--- src/rtl/box_pkg.sv ---
// Shared types and helpers for the box-overlay front end.
package box_pkg;

  localparam int DEF_H_ACT = 1280;
  localparam int DEF_V_ACT = 720;
  localparam int HW        = $clog2(DEF_H_ACT);
  localparam int VW        = $clog2(DEF_V_ACT);
  localparam int COLOR_W   = 24;

  // One box entry at the default geometry. The top re-declares the same
  // layout at its own parameter widths so smaller rasters stay exact.
  typedef struct packed {
    logic [HW-1:0]      sx;
    logic [VW-1:0]      sy;
    logic [HW-1:0]      ex;
    logic [VW-1:0]      ey;
    logic [COLOR_W-1:0] color;
  } box_t;

  // Saturate a column coordinate to the last active pixel.
  function automatic int unsigned clamp_h(input int unsigned v, input int unsigned h_act);
    return (v >= h_act) ? h_act - 1 : v;
  endfunction

  // Saturate a row coordinate to the last active line.
  function automatic int unsigned clamp_v(input int unsigned v, input int unsigned v_act);
    return (v >= v_act) ? v_act - 1 : v;
  endfunction

endpackage

--- src/rtl/box_frame_buffer_pixel_coord_gen.sv ---
// Pixel coordinate counters derived from vsync/de, plus the vsync rising-edge pulse.
module pixel_coord_gen #(
  parameter int  H_ACT = 1280,
  parameter int  V_ACT = 720,
  localparam int XW    = $clog2(H_ACT),
  localparam int YW    = $clog2(V_ACT)
) (
  input  logic          clk,
  input  logic          rstn,
  input  logic          vsync,
  input  logic          de,
  output logic [XW-1:0] x,
  output logic [YW-1:0] y,
  output logic          vsync_rise
);

  logic vsync_d;
  logic de_d;
  logic de_fall;

  assign vsync_rise = vsync & ~vsync_d;
  assign de_fall    = de_d & ~de;

  // Edge-detect registers and saturating x/y counters; vsync rise wins over line advance.
  always_ff @(posedge clk or negedge rstn) begin
    if (!rstn) begin
      vsync_d <= 1'b0;
      de_d    <= 1'b0;
      x       <= '0;
      y       <= '0;
    end else begin
      vsync_d <= vsync;
      de_d    <= de;
      if (de_fall)
        x <= '0;
      else if (de && x != XW'(H_ACT - 1))
        x <= x + XW'(1);
      if (vsync_rise)
        y <= '0;
      else if (de_fall && y != YW'(V_ACT - 1))
        y <= y + YW'(1);
    end
  end

endmodule

--- src/rtl/box_frame_buffer.sv ---
// Double-buffered box table: batches fill the back bank, vsync swaps it to the front.
module box_frame_buffer
  import box_pkg::*;
#(
  parameter int  N_BOX          = 4,
  parameter int  V_ACT          = DEF_V_ACT,
  parameter int  H_ACT          = DEF_H_ACT,
  parameter int  TIMEOUT_FRAMES = 8,
  localparam int XW             = $clog2(H_ACT),
  localparam int YW             = $clog2(V_ACT),
  localparam int IW             = (N_BOX > 1) ? $clog2(N_BOX) : 1
) (
  input  logic                       clk,
  input  logic                       rstn,
  input  logic                       vsync,
  input  logic                       de,
  output logic [XW-1:0]              x,
  output logic [YW-1:0]              y,
  input  logic                       box_valid,
  output logic                       box_ready,
  input  logic [IW-1:0]              box_idx,
  input  logic [XW-1:0]              box_sx,
  input  logic [YW-1:0]              box_sy,
  input  logic [XW-1:0]              box_ex,
  input  logic [YW-1:0]              box_ey,
  input  logic [COLOR_W-1:0]         box_color,
  input  logic                       box_last,
  output logic [N_BOX*XW-1:0]        start_xs,
  output logic [N_BOX*YW-1:0]        start_ys,
  output logic [N_BOX*XW-1:0]        end_xs,
  output logic [N_BOX*YW-1:0]        end_ys,
  output logic [N_BOX*COLOR_W-1:0]   colors,
  output logic                       swap
);

  localparam int TW = (TIMEOUT_FRAMES > 0) ? $clog2(TIMEOUT_FRAMES + 1) : 1;

  typedef struct packed {
    logic [XW-1:0]      sx;
    logic [YW-1:0]      sy;
    logic [XW-1:0]      ex;
    logic [YW-1:0]      ey;
    logic [COLOR_W-1:0] color;
  } slot_t;

  slot_t          back  [N_BOX];
  slot_t          front [N_BOX];
  slot_t          wr;
  logic           pending;
  logic [TW-1:0]  tcnt;
  logic           vsync_rise;
  logic           accept;
  logic           timeout_hit;

  pixel_coord_gen #(.H_ACT(H_ACT), .V_ACT(V_ACT)) u_coord (
    .clk        (clk),
    .rstn       (rstn),
    .vsync      (vsync),
    .de         (de),
    .x          (x),
    .y          (y),
    .vsync_rise (vsync_rise)
  );

  // Edge cycles are reserved for swap/clear, so a commit can never race a vsync.
  assign box_ready   = rstn & ~pending & ~vsync_rise;
  assign accept      = box_valid & box_ready;
  assign timeout_hit = (TIMEOUT_FRAMES > 0) && (int'(tcnt) + 1 == TIMEOUT_FRAMES);

  // Clamp incoming coordinates to the active raster.
  always_comb begin
    wr.sx    = XW'(clamp_h(32'(box_sx), H_ACT));
    wr.sy    = YW'(clamp_v(32'(box_sy), V_ACT));
    wr.ex    = XW'(clamp_h(32'(box_ex), H_ACT));
    wr.ey    = YW'(clamp_v(32'(box_ey), V_ACT));
    wr.color = box_color;
  end

  // Bank swap on vsync with a committed batch, stale-front clear on timeout, back-bank writes otherwise.
  always_ff @(posedge clk or negedge rstn) begin
    if (!rstn) begin
      for (int i = 0; i < N_BOX; i++) begin
        back[i]  <= '0;
        front[i] <= '0;
      end
      pending <= 1'b0;
      tcnt    <= '0;
      swap    <= 1'b0;
    end else begin
      swap <= 1'b0;
      if (vsync_rise) begin
        if (pending) begin
          for (int i = 0; i < N_BOX; i++) begin
            front[i] <= back[i];
            back[i]  <= '0;
          end
          pending <= 1'b0;
          tcnt    <= '0;
          swap    <= 1'b1;
        end else if (TIMEOUT_FRAMES > 0) begin
          if (timeout_hit) begin
            for (int i = 0; i < N_BOX; i++) front[i] <= '0;
            tcnt <= '0;
            swap <= 1'b1;
          end else begin
            tcnt <= tcnt + TW'(1);
          end
        end
      end else if (accept) begin
        // Out-of-range slots are acknowledged but discarded.
        if (int'(box_idx) < N_BOX) back[box_idx] <= wr;
        if (box_last) pending <= 1'b1;
      end
    end
  end

  for (genvar i = 0; i < N_BOX; i++) begin : g_out
    assign start_xs[i*XW +: XW]           = front[i].sx;
    assign start_ys[i*YW +: YW]           = front[i].sy;
    assign end_xs[i*XW +: XW]             = front[i].ex;
    assign end_ys[i*YW +: YW]             = front[i].ey;
    assign colors[i*COLOR_W +: COLOR_W]   = front[i].color;
  end

endmodule
--- config.mk ---
export PLATFORM = sky130hd
export DESIGN_NAME = box_frame_buffer
export DESIGN_NICKNAME = d
export VERILOG_FILES = /design/src/rtl/box_pkg.sv /design/src/rtl/box_frame_buffer_pixel_coord_gen.sv /design/src/rtl/box_frame_buffer.sv
export SDC_FILE = /design/constraint.sdc
export NUM_CORES = 1
export LEC_CHECK = 0
export ABC_AREA = 1
export CORE_MARGIN = 5
export CORE_UTILIZATION = 40
export CTS_CLUSTER_DIAMETER = 100
export DETAILED_ROUTE_END_ITERATION = 8
export GPL_ROUTABILITY_DRIVEN = 0
export PLACE_DENSITY_LB_ADDON = 0.1
export SYNTH_ARGS = -nofsm -noshare
export SYNTH_HDL_FRONTEND = slang
export SYNTH_SLANG_ARGS = --single-unit
--- constraint.sdc ---
create_clock -name clk -period 1.6 [get_ports clk]
set_input_delay 0.32 -clock clk [delete_from_list [all_inputs] [get_ports clk]]
set_output_delay 0.32 -clock clk [all_outputs]
set_load 0.01 [all_outputs]
# After elaboration in Yosys (flattened, before gate mapping)
# Index checks and enable logic that the tools add are counted.
[classes]
n_addsub = 4
mul = 0
div_mod_pow = 0
magnitude_cmp = 6
n_eq_ne = 4
shift = 0
n_mux = 24
bitwise_logic = 10
n_reduce_logical = 11
[ops]
columns = ["op", "n"]
rows = [
  ["$mux W264", 5],
  ["$bwmux W264", 1],
  ["$demux W66 S2", 1],
  ["$mux W66", 1],
  ["$mux W11", 4],
  ["$mux W10", 4],
  ["$ge A11 B11 Y1 const B", 2],
  ["$ge A10 B10 Y1 const B", 2],
  ["$add A11 B1 Y11 const B", 1],
  ["$ne A11 B11 Y1 const B", 1],
  ["$add A10 B1 Y10 const B", 1],
  ["$ne A10 B10 Y1 const B", 1],
  ["$reduce_bool A2 Y1", 5],
  ["$mux W4", 2],
  ["$mux W1", 6],
  ["$reduce_and A2 Y1", 3],
  ["$add A4 B1 Y5 const B", 1],
  ["$and A1 B1 Y1", 5],
  ["$eq A5 B4 Y1 const B", 1],
  ["$add A4 B1 Y4 const B", 1],
  ["$not A1 Y1", 4],
  ["$ge A3 B3 Y1 const B", 1],
  ["$logic_and A1 B1 Y1", 3],
  ["$lt A3 B1 Y1 const B", 1],
  ["other kinds (2)", 2],
]
[totals]
reg_bits = 557
latch_bits = 0
ramBits = 0
rom_bits = 0
out_inout_bits = 287
wordCells = 106
memories = 0

# Longest topological paths before layout
[depth]
depth_word = 8
mapped_depth = 10
mapped_depth_nobuf = 9

# Hierarchy
# A second synthesis with hierarchy kept.
[hier_totals]
hier_cells = 2634
area_unflattened_um2 = 22691.8
[by_module_without_submodules]
columns = ["mod", "instances", "cells_per_inst", "area_per_inst_um2", "seq_area_each_um2"]
rows = [
  ["box_frame_buffer", 1, 2452, 21351.7, 13362.8],
  ["pixel_coord_gen", 1, 182, 1340.0, 575.6],
]

# Worst setup path before layout
# Ideal clock, no wire load.
[synth_path]
path_kind = "register to register"
startpoint = "register u_coord.y[0]"
endpoint = "register u_coord.y[7]"
setup_ns = 0.119
t_arrival_ns = 1.501
setup_slack_ns = -0.019
stages_incl_launch_ff = 9
synth_period_minus_slack_ns = 1.619
path_cell_list = "dfrtp_1 > ha_1 > nand3_1 > nor2_1 > a21oi_2 > nor2_1 > buf_2 > nand2_1 > nand2_1"
[synth_between]
elab_chain_cells = 3
word_cells_on_any_way = 6
cone_classes = "add/sub: 1; eq/ne: 1; mux: 2; reduce/logical: 2"
[synth_rtl]
columns = ["element", "line", "source"]
rows = [
  ["start: declaration", "box_frame_buffer_pixel_coord_gen.sv:13", "output logic [YW-1:0] y,"],
  ["start signal: assignment", "box_frame_buffer_pixel_coord_gen.sv:41", "y <= y + YW'(1);"],
  ["$add A10 B1 Y10 / $ne A10 B10 Y1 (equally long branches)", "box_frame_buffer_pixel_coord_gen.sv:41, box_frame_buffer_pixel_coord_gen.sv:40", ""],
  ["$mux W10 / $logic_and A1 B1 Y1 (equally long branches)", "box_frame_buffer_pixel_coord_gen.sv:40", "else if (de_fall && y != YW'(V_ACT - 1))"],
  ["$mux W10 / $reduce_bool A2 Y1 (equally long branches)", "n/a", ""],
]
# Several ways; a longest one is shown, not always the timed one. The select of a mux whose other input is x is not followed.
# A chain may end at the register's enable or synchronous reset.

# Worst setup path in the final report
[layout_path]
startpoint = "register pending"
endpoint = "output port box_ready"
[layout_between]
elab_chain_cells = 3
[layout_rtl]
columns = ["element", "line", "source"]
rows = [
  ["start: declaration", "box_frame_buffer.sv:49", "logic pending;"],
  ["start signal: assignment", "box_frame_buffer.sv:86", "pending <= 1'b0;"],
  ["start signal: assignment", "box_frame_buffer.sv:97", "pending <= 1'b0;"],
  ["start signal: assignment", "box_frame_buffer.sv:112", "if (box_last) pending <= 1'b1;"],
  ["$not A1 Y1", "box_frame_buffer.sv:66", "assign box_ready = rstn & ~pending & ~vsync_rise;"],
  ["$and A1 B1 Y1 (2 in a row)", "box_frame_buffer.sv:66", ""],
  ["end: declaration", "box_frame_buffer.sv:20", "output logic box_ready,"],
]
# No other way between the ends.

==> summary.md <==
| Metric | Value |
|---|---|
| Netlist cell types | `27` |
| CTS Buf Count | `59` |
| CP cell instances | `inv_2 > nand2_4 > nor2_4 > buf_6` |
| Antenna violations before repair | `7` |
| Max Buffers Root-to-Sink | `3` |
| Post-route ant nets | `0` |
| Clock Power Share | `30.3%` |
| Clk sinks | `557` |
| Worst skew pair latency | `600 ps` |
| Post-route setup slack | `-71.9 ps` |
| CP Class | `reg -> out` |
| Cell Area, Synth | `0.0217 sq mm` |
| Crit-path max cell delay | `390 ps` |
| CTS tree | `built` |
| Power per cell area | `1440 mW/mm^2` |
| Min Tclk post-route | `1670 ps` |
| Total power | `43.7 mW` |
| Max Fclk | `0.598 GHz` |
| Reg power frac | `46.3%` |
| R2r endpoint | `back[175]` |
| Layout cell share with drive strength beyond 1 | `23.9%` |
| Final hold violations | `0` |
| Die ar. | `0.0590 sq mm` |
| Vias in the first global route | `18,600` |
| Sw Ratio | `30.8%` |
| Worst Tran Pin Value | `621 ps` |
| DRC viols | `0` |
| Max cap viols | `0` |
| Internal power | `30.3 mW` |
| Design area | `0.0304 sq mm` |
| GRT Residual Overflow | `0` |
| Worst Setup SP | `pending` |
| Layout Nets | `2,916` |
| Synthesized area per cell | `9.33 sq um` |
| Worst reg-to-reg path cell count | `11` |
| Vias per cell | `5.15` |
| FF+latch count, synth | `557` |
| Register area share after synthesis | `64.2%` |
| Worst Hold Slack | `191 ps` |
| Tcrit/Tclk final | `104%` |
| Rows | `85` |
| Setup crit end | `box_ready` |
| Iteration-0 DRC Markers | `1,295` |
| Vias | `18,400` |
| Die height | `243 um` |
| Die width | `243 um` |
| Ys flop type | `dfrtp_1` |
| First-pass GRT wire length | `109,000 um` |
| Req. time, crit path | `1280 ps` |
| Worst-path clk slew | `70 ps` |
| Peak supply drop | `0.929 mV` |
| DRT Pass-1 Iters | `5` |
| HP Class | `in -> reg` |
| CP endpoint kind | `primary output` |
| Reg2reg setup slack | `-60 ps` |
| Lkg Pwr | `15.8 nW` |
| Ports | `361` |
| Max FO, Critical Path | `2` |
| Cells after synthesis | `2,325` |
| YS warnings | `0` |
| Post-synth EDFFs | `0` |
| Skew final | `10.6 ps` |
| Clk Tree Root Cell | `clkbuf_16` |
| H-tree depth | `2` |
| Slew headroom | `58.6%` |
| Comb power frac | `23.4%` |
| Critical path data arrival time | `1350 ps` |
| RSZ-0062 raised after global routing | `yes` |
| DP Wirelength | `44,800 um` |
| Utilization after layout | `56.5%` |
| NetSw | `13.5 mW` |
| Gr usage total | `22.9%` |
| Worst path slowest cell | `dfrtp_1` |
| Post-DP Area | `0.0272 sq mm` |
| Setup violations, final | `188` |
| Initial Util | `40.3%` |
| R2R Path Start | `pending` |
| Largest net degree at the start of global routing | `107` |
| Failing checks | `negative setup slack` |
| Post-Syn Nets | `2,402` |
| Core area | `0.0538 sq mm` |
| Slew Viols, Final | `0` |
| FFs w/ async S/R, synth | `100%` |
| Outcome | `finished, violations left` |
| CP Launch Type | `flop` |
| DR WL/cell | `20.3 um` |
| IO buf count | `360` |
| Syn-to-layout area delta | `40.1%` |
| WL final | `72,600 um` |
| Setup TNS | `-3900 ps` |
worst min-delay path by stage:
| stage | cells past startpoint | slack [ps] | end | start |
|---|---|---|---|---|
| after CTS | 1 | 150 | u_coord.vsync_d | vsync |
| after detailed placement | 2 | 460 | end_xs[35] | back[36] |
| final | 1 | 190 | u_coord.vsync_d | vsync |
| after global placement | 1 | 450 | tcnt[2] | tcnt[2] |
| after floorplan | 0 | 20 | back[0] | rstn |
| after global routing | 1 | 170 | u_coord.vsync_d | vsync |
cell usage after synthesis (3+ instances only):
cell type    n  area share [%]
buf_4        3            0.10
xor2_1       5            0.20
nor2_4       3            0.16
buf_6       16            0.83
buf_1       11            0.19
nand4_1     13            0.37
nand2_2      3           0.087
o21ai_1    146             3.4
o21ai_2      3            0.12
o21bai_1     3            0.10
clkbuf_1    39            0.67
dfrtp_1    557              64
buf_2       77             1.8
nand3_1    290             6.7
nor2_1      57            0.99
ha_1         3            0.17
o21ai_0    127             2.9
nand2_1    889              15
inv_1       67             1.2
sequential cells by signal (all words and copies together) (netlist names):
| register | flops |
|---|---|
| back | 264 |
| colors | 96 |
| end_xs | 44 |
| end_ys | 40 |
| pending | 1 |
| start_xs | 44 |
| start_ys | 40 |
| swap | 1 |
| tcnt | 4 |
| u_coord.de_d | 1 |
| u_coord.vsync_d | 1 |
| u_coord.x | 11 |
| u_coord.y | 10 |
cell usage in the layout (no fill, tap or decap), drive strengths merged, types with 11 or more instances in the layout:
master and n:
clkdlybuf4s15 131, clkdlybuf4s50 72, clkbuf 141, dfrtp 557, o21ai 276, nor2 63, nand3 290, buf 346
nand4 13, inv 66, nand2 895, clkinv 11
through the flow:
step                      setup WS (ps)  instances
final                             -71.9       3583
after global routing               -155       3581
after CTS                          -112       3542
after detailed placement           -505       3384
after global placement             -466       3384
after floorplan                    1.70       2325
routing by layer:
layer / share of wire, % / GRT usage (%)
met1: 42 / 31.2
met2: 49 / 37.9
met3: 5.8 / 4.52
met4: 2.4 / 6.31
met5: 0.063 / 0
power by group through the flow:
stage | clock network (mW) | logic (mW) | registers, mW
2_1_floorplan | 0 | 3.38 | 20.6
3_3_place_gp | 0 | 10.5 | 20.3
3_5_place_dp | 0 | 10.7 | 20.3
4_1_cts | 13.5 | 9.91 | 20.1
5_1_grt | 14.1 | 11.3 | 20.7
6_report | 13.3 | 10.2 | 20.3
critical path, delay by kind of cell (launching register included):
family        cells  cell delay, ps
flops             1             390
buf+inv           2             210
simple gates      2             150
cells by family (layout without fill, tap and decap cells):
logic type                 Yosys count  count (layout)  synth area share, %
DFF                                557             557                 64.2
AOI/OAI and AO/OA                  283             283                 6.64
other                                0               3                    0
and+or+nand+nor                   1262            1264                 23.9
adders and majority gates            3               3                0.173
xor gates and xnor gates             7               7                0.283
buffers and inverters              213             770                 4.73
layout make-up:
cell class,instances,area (sq um)
Tap cell,696,871
Sequential cell,557,13900
Clock buffer,95,1810
Timing Repair Buffer,597,5920
Multi-Input combinational cell,1557,7500
Inverter,67,278
Antenna cell,3,7.51
Clock inverter,11,65.1
Fill cell,4753,23400
what timing repair did:
action / in CTS / in global routing
cloned: 8 / 22
pin swaps: 2 / 16
setup endpoints to repair: 549 / 584
hold endpoints to repair: 91 / 0
hold buffers: 1 / 0
resized for setup: 891 / 324
setup buffers: 47 / 21
No activity file was read; power rests on OpenSTA's default activity.
